`src/rtl/hpu_reset_seq_pkg.sv`:
```
// Shared types and sizing helpers for the HPU root reset sequencer.
package hpu_reset_seq_pkg;

  typedef enum logic [1:0] {
    ASSERT = 2'd0,
    WAIT   = 2'd1,
    READY  = 2'd2,
    ERROR  = 2'd3
  } seq_state_e;

  // Bits needed to hold the value max_val.
  function automatic int unsigned cnt_w(input int unsigned max_val);
    return $clog2(max_val + 1);
  endfunction

endpackage

```
`src/rtl/hpu_reset_ack_pipe.sv`:
```
// Pipelined return path for the per-part reset-done flags; kept as its own hierarchy so
// it can carry the same SLR-crossing constraints as the forward reset chain.
module hpu_reset_ack_pipe #(
  parameter int unsigned WIDTH = 3,
  parameter int unsigned DEPTH = 3
) (
  input  logic             i_clk,
  input  logic             i_rst_n,
  input  logic             i_clr,
  input  logic [WIDTH-1:0] i_d,
  output logic [WIDTH-1:0] o_q
);

  logic [WIDTH-1:0] r_stage [DEPTH];

  always_ff @(posedge i_clk or negedge i_rst_n) begin
    if (!i_rst_n) begin
      for (int i = 0; i < int'(DEPTH); i++) r_stage[i] <= '0;
    end else if (i_clr) begin
      for (int i = 0; i < int'(DEPTH); i++) r_stage[i] <= '0;
    end else begin
      r_stage[0] <= i_d;
      for (int i = 1; i < int'(DEPTH); i++) r_stage[i] <= r_stage[i-1];
    end
  end

  assign o_q = r_stage[DEPTH-1];

endmodule

```
`src/rtl/hpu_reset_seq.sv`:
```
// Root-side reset sequencer: holds the distribution-chain reset for a minimum time,
// gathers piped per-part done flags and services a four-phase soft-reset handshake.
module hpu_reset_seq
  import hpu_reset_seq_pkg::*;
#(
  parameter int unsigned PART_NB     = 3,
  parameter int unsigned ACK_PIPE    = 3,
  parameter int unsigned HOLD_CYCLES = 32,
  parameter int unsigned TIMEOUT     = 4096
) (
  input  logic               clk,
  input  logic               s_rst_n,
  input  logic               soft_rst_req,
  output logic               soft_rst_ack,
  output logic               part_rst_n,
  input  logic [PART_NB-1:0] part_done,
  output logic [PART_NB-1:0] done_vec,
  output logic               rst_busy,
  output logic               rst_ready,
  output logic               rst_timeout
);

  localparam int unsigned HOLD_W = cnt_w(HOLD_CYCLES);
  localparam int unsigned TMO_W  = cnt_w(TIMEOUT);

  seq_state_e          r_state;
  logic [HOLD_W-1:0]   r_hold_cnt;
  logic [TMO_W-1:0]    r_tmo_cnt;
  logic                r_soft_pend;
  logic                r_soft_ack;
  logic                r_part_rst_n;
  logic                r_busy;
  logic                r_ready;
  logic                r_timeout;
  logic [PART_NB-1:0]  w_done_vec;
  logic                w_all_done;
  logic                w_pipe_clr;

  assign w_pipe_clr = (r_state == ASSERT);
  assign w_all_done = &w_done_vec;

  hpu_reset_ack_pipe #(
    .WIDTH (PART_NB),
    .DEPTH (ACK_PIPE)
  ) u_ack_pipe (
    .i_clk   (clk),
    .i_rst_n (s_rst_n),
    .i_clr   (w_pipe_clr),
    .i_d     (part_done),
    .o_q     (w_done_vec)
  );

  // Sequencer FSM with registered outputs.
  always_ff @(posedge clk or negedge s_rst_n) begin
    if (!s_rst_n) begin
      r_state      <= ASSERT;
      r_hold_cnt   <= '0;
      r_tmo_cnt    <= '0;
      r_soft_pend  <= 1'b0;
      r_soft_ack   <= 1'b0;
      r_part_rst_n <= 1'b0;
      r_busy       <= 1'b1;
      r_ready      <= 1'b0;
      r_timeout    <= 1'b0;
    end else begin
      case (r_state)
        ASSERT: begin
          if (r_hold_cnt == HOLD_W'(HOLD_CYCLES - 1)) begin
            r_state      <= WAIT;
            r_part_rst_n <= 1'b1;
            r_tmo_cnt    <= '0;
          end else begin
            r_hold_cnt <= r_hold_cnt + HOLD_W'(1);
          end
        end
        WAIT: begin
          // All-done takes priority over the timeout limit in the same cycle.
          if (w_all_done) begin
            r_state     <= READY;
            r_ready     <= 1'b1;
            r_busy      <= 1'b0;
            r_soft_ack  <= r_soft_pend;
            r_soft_pend <= 1'b0;
          end else if (r_tmo_cnt == TMO_W'(TIMEOUT - 1)) begin
            r_state     <= ERROR;
            r_timeout   <= 1'b1;
            r_busy      <= 1'b0;
            r_soft_ack  <= r_soft_pend;
            r_soft_pend <= 1'b0;
          end else begin
            r_tmo_cnt <= r_tmo_cnt + TMO_W'(1);
          end
        end
        READY, ERROR: begin
          if (soft_rst_req && !r_soft_ack) begin
            r_state      <= ASSERT;
            r_part_rst_n <= 1'b0;
            r_busy       <= 1'b1;
            r_ready      <= 1'b0;
            r_timeout    <= 1'b0;
            r_hold_cnt   <= '0;
            r_tmo_cnt    <= '0;
            r_soft_pend  <= 1'b1;
          end else if (r_soft_ack && !soft_rst_req) begin
            r_soft_ack <= 1'b0;
          end
        end
        default: r_state <= ASSERT;
      endcase
    end
  end

  assign soft_rst_ack = r_soft_ack;
  assign part_rst_n   = r_part_rst_n;
  assign done_vec     = w_done_vec;
  assign rst_busy     = r_busy;
  assign rst_ready    = r_ready;
  assign rst_timeout  = r_timeout;

endmodule

```
`config.mk`:
```
export PLATFORM = sky130hd
export DESIGN_NAME = hpu_reset_seq
export DESIGN_NICKNAME = d
export VERILOG_FILES = /design/src/rtl/hpu_reset_seq_pkg.sv /design/src/rtl/hpu_reset_ack_pipe.sv /design/src/rtl/hpu_reset_seq.sv
export SDC_FILE = /design/constraint.sdc
export NUM_CORES = 1
export LEC_CHECK = 0
export ABC_AREA = 0
export CORE_ASPECT_RATIO = 0.9
export CORE_UTILIZATION = 55
export CTS_CLUSTER_SIZE = 28
export DETAILED_ROUTE_END_ITERATION = 12
export PLACE_DENSITY_LB_ADDON = 0.08
export SLEW_MARGIN = 20
export SYNTH_ARGS = -nofsm -noshare
export SYNTH_HDL_FRONTEND = slang
export SYNTH_SLANG_ARGS = --single-unit
```
`constraint.sdc`:
```
create_clock -name clk -period 2.79 [get_ports clk]
set_clock_uncertainty 0.15 [all_clocks]
set_input_delay 0.279 -clock clk [delete_from_list [all_inputs] [get_ports clk]]
set_output_delay 0.279 -clock clk [all_outputs]
set_load 0.005 [all_outputs]
```
==> results of run 1 <==
power breakdown:
group | switching, mW | total, mW | internal (mW)
registers | 0.149 | 0.800 | 0.650
clock network | 0.177 | 0.297 | 0.120
logic | 0.233 | 0.446 | 0.213
total | 0.559 | 1.54 | 0.983
registers in the layout, summed over array words and instances (netlist names):
| signal | cells |
|---|---|
| part_rst_n | 1 |
| rst_timeout | 1 |
| r_hold_cnt | 6 |
| rst_busy | 1 |
| u_ack_pipe.r_stage | 6 |
| rst_ready | 1 |
| r_soft_pend | 1 |
| soft_rst_ack | 1 |
| r_tmo_cnt | 13 |
| u_ack_pipe.o_q | 3 |
| r_state | 2 |
how the worst min path moves through the flow:
stage	from	endpoint	slack, ps
floorplan	s_rst_n	part_rst_n	-170
global placement	u_ack_pipe.r_stage[8]	u_ack_pipe.r_stage[5]	290
detailed placement	u_ack_pipe.r_stage[3]	u_ack_pipe.o_q[0]	310
CTS	s_rst_n	r_hold_cnt[5]	210
global route	s_rst_n	u_ack_pipe.o_q[1]	230
finish	s_rst_n	r_hold_cnt[3]	200
worst register-to-register path, cell delays in order, from the launching register on:
cell      delay, ps
dfrtp_1         410
ha_1            240
nand3_2         180
or4_4           620
a211oi_1        290
a221oi_1         70
metal layers:
metal  vias up  global-route usage (%)  wire length [µm]  part of all wire (%)
met4         0                    9.84                49                   1.5
li1        645                       -                 -                     -
met1       641                    35.2              1750                    52
met3         5                    4.88                93                   2.8
met5         -                       0                 0                     0
met2        26                    33.6              1480                    44
cells in the final DEF, fill, tap and decap left out, drive strengths merged, types with 2 or more instances in the layout:
cell type      count
dfrtp             35
a31oi             16
nor2b             10
ha                 2
nor3               3
nand4              4
nor4               3
nand2b             2
o21ai              7
a21o               3
or2                2
o21a               2
inv                5
a21boi             3
clkdlybuf4s50     13
mux2i              4
xnor2              2
clkbuf             6
nand2             17
and4               2
clkinv             2
nor2              13
nand3              8
and3               5
buf                4
per-stage QoR:
step	utilization, %	setup slack, ps	hold slack, ps
detailed placement	62.7	745	309
global placement	62.7	811	292
global route	64.7	579	233
floorplan	-	926	-167
CTS	64.7	717	209
finish	64.7	700	198
kinds of logic after synthesis:
kind of cell	after synthesis
AND/OR/NAND/NOR	73
AO/OA/AOI/OAI	38
flip-flops	36
buffers and inverters	14
multiplexers	4
XOR/XNOR	3
adder cells (fa/ha/maj)	2
area by class of cell:
class	count	area, µm²	share of cell area [%]
Clock buffer	6	51.3	2.60
Timing Repair Buffer	17	160	8.13
Sequential cell	36	902	45.8
Clock inverter	2	10.0	0.508
Tap cell	42	52.6	2.67
Inverter	5	18.8	0.953
Multi-Input combinational cell	120	774	39.3
==> metrics.csv, run 1 <==
metric,value,unit
status,"finished, final reports clean",
post-cts sizing count,0,
r2r startpoint,r_tmo_cnt[0],
Vias/cell,5.78,
CP bufs+invs,0,
Crit Path Max Fanout,11,
Layout Cells excl Fill,228,
Post-Synthesis Cells,170,
placed cells,220,
first-pass GRT wire length,6010,µm
core box area,3040,µm²
most frequent cells after synthesis,"dfrtp_1, nand2_1, a31oi_1",
Yosys cell types,44,
filler cell count,283,
worst skew pair latency,340,ps
htree depth,2,
CP Depth,5,
Fmax achieved,0.479,GHz
setup bufs post-CTS,0,
Post-DRT Antenna Nets,0,
Crit. End Element,register,
Crit-path slowest cell,or4_4,
total track usage,23.8,%
antenna cell count,0,
sequential share of the synthesized area,51.3,%
Synth area leader,dfrtp_1,
setup tns final,0,ps
pin count of the biggest net entering global routing,37,
Worst-path clk slew,110,ps
Clock Tree Root,clkbuf_4,
YS warnings,0,
Vias,1317,
Synth Area in XOR/XNOR,1.49,%
fraction of layout cells with a size suffix above 1,12.9,%
std cell rows,19,
PwrDens,783,nW/µm²
final hold vios,0,
die area,3430,µm²
routed length per instance,14.8,µm
crit-path cells,"ha_1, nand3_2, or4_4, a211oi_1, a221oi_1",
clk sink count,36,
combinational family with the most area after synthesis,simple AND/OR/NAND/NOR gates,
vias in the first global route,1340,
DIE HEIGHT,55.7,µm
Final min period,2090,ps
CP Launch Point,r_tmo_cnt[0],
nets,193,
fin area,1970,µm²
worst setup path endpoint,soft_rst_ack,
maximum vdd drop,0.473,mV
Lkg Pwr,0.841,nW
HP Class,input port to asynchronous set/reset pin,
placed cell area,1910,µm²
PortBufs,13,
R2R Setup Slk,700,ps
Adder-Cell Fraction of Synth Area,1.42,%
DR iter-0 viols,121,
Compound-Gate Fraction of Synth Area,15.2,%
Worst-Margin Slew,654,ps
drt first pass iters,4,
final WL,3370,µm
Max clock buf depth,2,
mapped cell area,1760,µm²
width of the die,61.6,µm
cell family with most CP delay,simple AND/OR/NAND/NOR gates,
Detailed Place HPWL,2320,µm
remaining global-route overflow,0,
Top-Level Pins,14,
TritonCTS clock tree,yes,
syn_nets,178,
post-synth top area share,49.8,%
Post-synth EDFFs,0,
Max-slew headroom,56.3,%
fraction of registers with async set/reset,100,%
post-synthesis register bit count,36,
Synth Area in Simple Gates,23.6,%
mux share of post-synthesis cell area,2.28,%
synth-to-layout area growth,11.9,%
CTS Buf Count,5,
# DRC,0,
worst r2r path cells,5,
crit path launch type,register,
reg2reg end,soft_rst_ack,
RSZ-0062 raised after global routing,false,
CTS hold repair buffers,0,
initial antenna violation count,0,
Final period util,74.9,%
slowest cell delay on critical path,620,ps
crit path kind,register to register,
Final Wtd Congestion,0.832,
Syn Area/Cell,10.3,µm²
Synth area leaders,"dfrtp_1, a31oi_1, nand2_1",
Critical Path AT,2160,ps
dominant synthesized flop cell,dfrtp_1,
"Slew Viols, Final",0,
most numerous cell in the Yosys netlist,dfrtp_1,
Tot Pwr,1.54,mW
total of max-cap violations,0,
Crit path required time,2860,ps
Initial Util,57.8,%
final setup fails,0,
(Power assumes the default switching activity.)
==> run 2, diff against run 1 <==
clock period = 2.2 ns   (was 2.79 ns; I/O delays follow)
==> metrics.csv, run 2 (synthesis results as in run 1) <==
metric,value,unit,change
PortBufs,13,,unchanged
GR Util met1,35.6,%,+0.31 points
Worst-Margin Slew,640,ps,-13.6 ps
slowest cell delay on critical path,630,ps,about the same
DR iter-0 viols,106,,-12%
Clock Tree Root,clkbuf_4,,
Post-DRT Antenna Nets,0,,unchanged
fin util,66.5,%,+1.8 points
Setup WS pre-CTS,175,ps,-570 ps
HP Class,input port to asynchronous set/reset pin,,
R2R Setup Slk,70,ps,-630 ps
Vias,1346,,+2.2%
crit path launch type,register,,
Top-Level Pins,14,,unchanged
Initial Util,57.8,%,unchanged
total of max-cap violations,0,,unchanged
Layout Cells excl Fill,231,,+1.3%
Final period util,96.8,%,+22 points
Critical Path AT,2210,ps,+50 ps
GR Util met3,4.88,%,unchanged
maximum vdd drop,0.732,mV,+55%
post-cts sizing count,0,,unchanged
core box area,3040,µm²,unchanged
# DRC,0,,unchanged
crit-path cells,"ha_1, nand3_2, or4_4, buf_12, a31oi_1, a31oi_1",,
routing usage on met2,35.6,%,+2.0 points
fin area,2020,µm²,+2.7%
Fmax achieved,0.470,GHz,-1.8%
Lkg Pwr,0.866,nW,+2.9%
nets,196,,+1.6%
width of the die,61.6,µm,unchanged
Crit path required time,2280,ps,-580 ps
vias in the first global route,1358,,+1.3%
"Slew Viols, Final",0,,unchanged
worst skew pair latency,350,ps,about the same
final worst slack,71.3,ps,-629 ps
antenna cell count,0,,unchanged
remaining global-route overflow,0,,unchanged
Max clock buf depth,2,,unchanged
Largest Register,r_tmo_cnt,,
first-pass GRT wire length,6180,µm,+2.8%
pin count of the biggest net entering global routing,37,,unchanged
Crit Path Max Fanout,8,,-3
Crit. End Element,register,,
Worst-path clk slew,120,ps,about the same
Vias/cell,5.83,,+0.87%
max FFs per register,13,,unchanged
crit path kind,register to register,,
final WL,3450,µm,+2.3%
synth-to-layout area growth,15.0,%,
total track usage,24.4,%,+0.67 points
Max-slew headroom,57.2,%,+0.91 points
worst r2r path cells,6,,+1
TritonCTS clock tree,yes,,
routed length per instance,14.9,µm,+0.92%
reg2reg end,r_tmo_cnt[6],,
final hold vios,0,,unchanged
Crit-path slowest cell,or4_4,,
initial antenna violation count,0,,unchanged
clk sink count,36,,unchanged
DIE HEIGHT,55.7,µm,unchanged
std cell rows,19,,unchanged
fraction of layout cells with a size suffix above 1,14.3,%,+1.4 points
Tot Pwr,2.07,mW,+34%
htree depth,2,,unchanged
Final min period,2130,ps,+39.1 ps
gr busiest metal,met2,,
Top Registers,"r_tmo_cnt x13, r_hold_cnt x6, u_ack_pipe.r_stage x6",,
placed cells,220,,unchanged
r2r startpoint,r_tmo_cnt[0],,
Final Wtd Congestion,0.801,,-3.7%
status,"finished, final reports clean",,
"most used cell, CP",a31oi_1,,
Detailed Place HPWL,2350,µm,+1.4%
die area,3430,µm²,unchanged
CTS Buf Count,5,,unchanged
placed cell area,1910,µm²,unchanged
drt first pass iters,4,,unchanged
PwrDens,1020,nW/µm²,+31%
"commonest cells after routing, fill and taps aside","dfrtp_1, nand2_1, a31oi_1",,
"commonest non-fill, non-tap cell in the layout",dfrtp_1,,
final setup fails,0,,unchanged
-- run 2: changes by cell type in the layout (fill, tap and decap cells not counted), sizes merged --
cell / delta
buf: +3
bufinv: +1
clkbuf: -1
clkinv: -1
clkinvlp: +1
-- run 2: worst max path at each step --
stage / to / cells past startpoint / from / slack, ps
finish: r_tmo_cnt[6] / 6 / r_tmo_cnt[0] / 70
global route: r_tmo_cnt[5] / 6 / r_tmo_cnt[0] / -20
detailed placement: soft_rst_ack / 5 / r_tmo_cnt[0] / 170
CTS: soft_rst_ack / 5 / r_tmo_cnt[0] / 140
global placement: soft_rst_ack / 5 / r_tmo_cnt[0] / 230
floorplan: r_tmo_cnt[4] / 6 / r_tmo_cnt[0] / 340
-- run 2: layout make-up --
| class | instances | area, µm² |
|---|---|---|
| multi-input combinational | 120 | 774 |
| timing repair buffer | 20 | 195 |
| sequential | 36 | 902 |
| inverter | 5 | 18.8 |
| clock buffer | 5 | 37.5 |
| fill | 251 | 1020 |
| clock inverter | 3 | 42.5 |
| tap | 42 | 52.6 |
-- run 2: report_power, final --
part | switching, mW | internal [mW] | total (mW)
registers | 0.189 | 0.825 | 1.01
clock network | 0.238 | 0.237 | 0.475
logic | 0.303 | 0.279 | 0.583
total | 0.730 | 1.34 | 2.07
-- run 2: what timing repair did --
action / 4_1_cts / 5_1_grt
hold endpoints to repair: 0 / 0
setup buffers: 0 / 3
hold buffers: 0 / 0
endpoints found under the setup margin: 0 / 1
-- run 2: critical path: cells and delay by family (launching register included) --
kind	cells	cell delay (ps)
adders and majority gates	1	240
AOI/OAI and AO/OA	2	230
DFF	1	410
and+or+nand+nor	2	810
buffers and inverters	1	160
-- run 2: layer usage --
| layer | vias up | wire length [µm] |
|---|---|---|
| met3 | 9 | 120 |
| met5 | - | 0 |
| met4 | 0 | 56 |
| li1 | 648 | - |
| met1 | 660 | 1710 |
| met2 | 29 | 1570 |
-- run 2: per-stage QoR --
step,TNS [ps],hold slack [ps]
after global placement,0,294
after floorplan,0,-226
after global routing,-80.1,159
final,0,121
after CTS,0,138
after detailed placement,0,300
==> run 3, diff against run 2 <==
CELL_PAD_IN_SITES_DETAIL_PLACEMENT = 2   (was default)
CELL_PAD_IN_SITES_GLOBAL_PLACEMENT = 2   (was default)
CORE_MARGIN = 5   (was default)
CORE_UTILIZATION = 37   (was 55)
==> metrics.csv, run 3 (synthesis results as in run 1) <==
metric,value,unit,change
worst skew pair latency,290,ps,-60 ps
fraction of layout cells with a size suffix above 1,28.4,%,+14 points
P_int,1.64,mW,+22%
crit-path cells,"ha_1, nand3_2, nor4_2, nor4_4, buf_4, a31oi_1",,
max FFs per register,13,,unchanged
Largest Register,r_tmo_cnt,,
"commonest non-fill, non-tap cell in the layout",buf_4,,
Fmax achieved,0.473,GHz,+0.70%
nets,232,,+18%
Net Sw Frac,35.4,%,+0.18 points
remaining global-route overflow,0,,unchanged
final hold vios,0,,unchanged
Crit. End Element,register,,
initial antenna violation count,0,,unchanged
DR iter-0 viols,79,,-25%
Lkg Pwr,1.06,nW,+22%
Crit-path slowest cell,nor4_4,,
synth-to-layout area growth,33.6,%,
sw power,898,µW,+23%
vias in the first global route,1828,,+35%
Final min period,2110,ps,-14.8 ps
PortBufs,13,,unchanged
Critical Path AT,2130,ps,-80 ps
placed cells,279,,+27%
total of max-cap violations,0,,unchanged
Worst-path clk slew,80,ps,-40 ps
CP bufs+invs,1,,unchanged
CTS Buf Count,5,,unchanged
crit path kind,register to register,,
antenna cell count,0,,unchanged
Clock Tree Root,clkbuf_8,,
Initial Util,38.9,%,-19 points
final setup fails,0,,unchanged
first-pass GRT wire length,9400,µm,+52%
"commonest cells after routing, fill and taps aside","buf_4, dfrtp_1, nand2_1",,
core box area,4520,µm²,+48%
Vias/cell,5.48,,-5.9%
TritonCTS clock tree,yes,,
slowest cell delay on critical path,680,ps,+50 ps
logic gate share of total power,39.7,%,+12 points
Worst-Margin Slew,750,ps,+110 ps
RSZ-0062 raised after global routing,true,,
Sequential Power Share,37.0,%,-12 points
Post-DRT Antenna Nets,0,,unchanged
crit path launch type,register,,
width of the die,82.7,µm,+34%
# DRC,0,,unchanged
Vias,1573,,+17%
maximum vdd drop,0.452,mV,-38%
Crit path required time,2210,ps,-70 ps
Max clock buf depth,2,,unchanged
Layout Cells excl Fill,287,,+24%
Final Wtd Congestion,0.770,,-3.9%
HP Class,input port to asynchronous set/reset pin,,
Detailed Place HPWL,4090,µm,+74%
setup tns final,0,ps,unchanged
PwrDens,1080,nW/µm²,+5.3%
DIE HEIGHT,75.4,µm,+36%
Top-Level Pins,14,,unchanged
final WL,5780,µm,+68%
status,"finished, final reports clean",,
Top Registers,"r_tmo_cnt x13, r_hold_cnt x6, u_ack_pipe.r_stage x6",,
Max-slew headroom,49.6,%,-7.6 points
Final period util,96.1,%,-0.67 points
htree depth,2,,unchanged
pin count of the biggest net entering global routing,37,,unchanged
clk sink count,36,,unchanged
total track usage,20.7,%,-3.8 points
fin util,52.0,%,-14 points
std cell rows,23,,+4
CTS hold repair buffers,0,,unchanged
"Slew Viols, Final",0,,unchanged
drt first pass iters,4,,unchanged
final worst slack,86.1,ps,+14.8 ps
die area,6240,µm²,+82%
routed length per instance,20.1,µm,+35%
Setup WS pre-CTS,-291,ps,-465 ps
Clock power frac,23.3,%,+0.4 points
cell family with most CP delay,simple AND/OR/NAND/NOR gates,,
Crit Path Max Fanout,11,,+3
## run 3: worst paths after layout
path                                            start  slack (ps)                end  cells after the start
worst max-delay path                     r_tmo_cnt[0]          90       r_tmo_cnt[9]                      6
worst min-delay path                          s_rst_n         200      r_hold_cnt[4]                      2
worst max register to register           r_tmo_cnt[0]          90       r_tmo_cnt[9]                      6
worst min register to register  u_ack_pipe.r_stage[5]         320  u_ack_pipe.o_q[2]                      1
max in group asynchronous                     s_rst_n        1340           rst_busy                      2
min in group clk                u_ack_pipe.r_stage[5]         320  u_ack_pipe.o_q[2]                      1
## run 3: power by group through the flow
stage | Clock [mW] | Combinational, mW | Sequential (mW)
after floorplan | 0 | 0.446 | 0.971
after global placement | 0 | 0.895 | 0.934
after detailed placement | 0 | 0.982 | 0.949
after CTS | 0.601 | 1.01 | 0.937
after global routing | 0.626 | 1.10 | 0.958
final | 0.589 | 1.01 | 0.937
## run 3: worst reg2reg max path, delay by kind of cell, from the launching register on
family	cells	cell delay (ps)
AO/OA/AOI/OAI	1	110
buffers and inverters	1	260
adder cells (fa/ha/maj)	1	230
flip-flops	1	390
AND/OR/NAND/NOR	3	850
## run 3: area by class of cell
cell class                 count  area [µm²]
clock buffer                   5        68.8
inverter                       5        18.8
multi-input combinational    120         788
timing repair buffer          56         453
clock inverter                 3        42.5
sequential                    36         902
fill                         482        2170
tap                           62        77.6
## run 3: through the flow
| stage | instance area [µm²] | power [mW] | hold WS (ps) |
|---|---|---|---|
| 2_1_floorplan | 1760 | 1.42 | -226 |
| 3_3_place_gp | 2230 | 1.83 | 293 |
| 3_5_place_dp | 2230 | 1.93 | 313 |
| 4_1_cts | 2350 | 2.55 | 225 |
| 5_1_grt | 2350 | 2.68 | 248 |
| 6_report | 2350 | 2.53 | 198 |
## run 3: routing by layer
metal  track usage [%]  share of wire, %  up-vias
met2              36.9                51       33
met3              4.96               4.1       13
met5                 0                 0        -
met1              24.0                43      807
li1                  -                 -      720
met4              7.99               2.0        0
## run 3: repair_timing
item	4_1_cts	5_1_grt
setup buffers	0	0
endpoints found under the setup margin	14	5
gates resized for setup	1	1
pin swaps	0	1
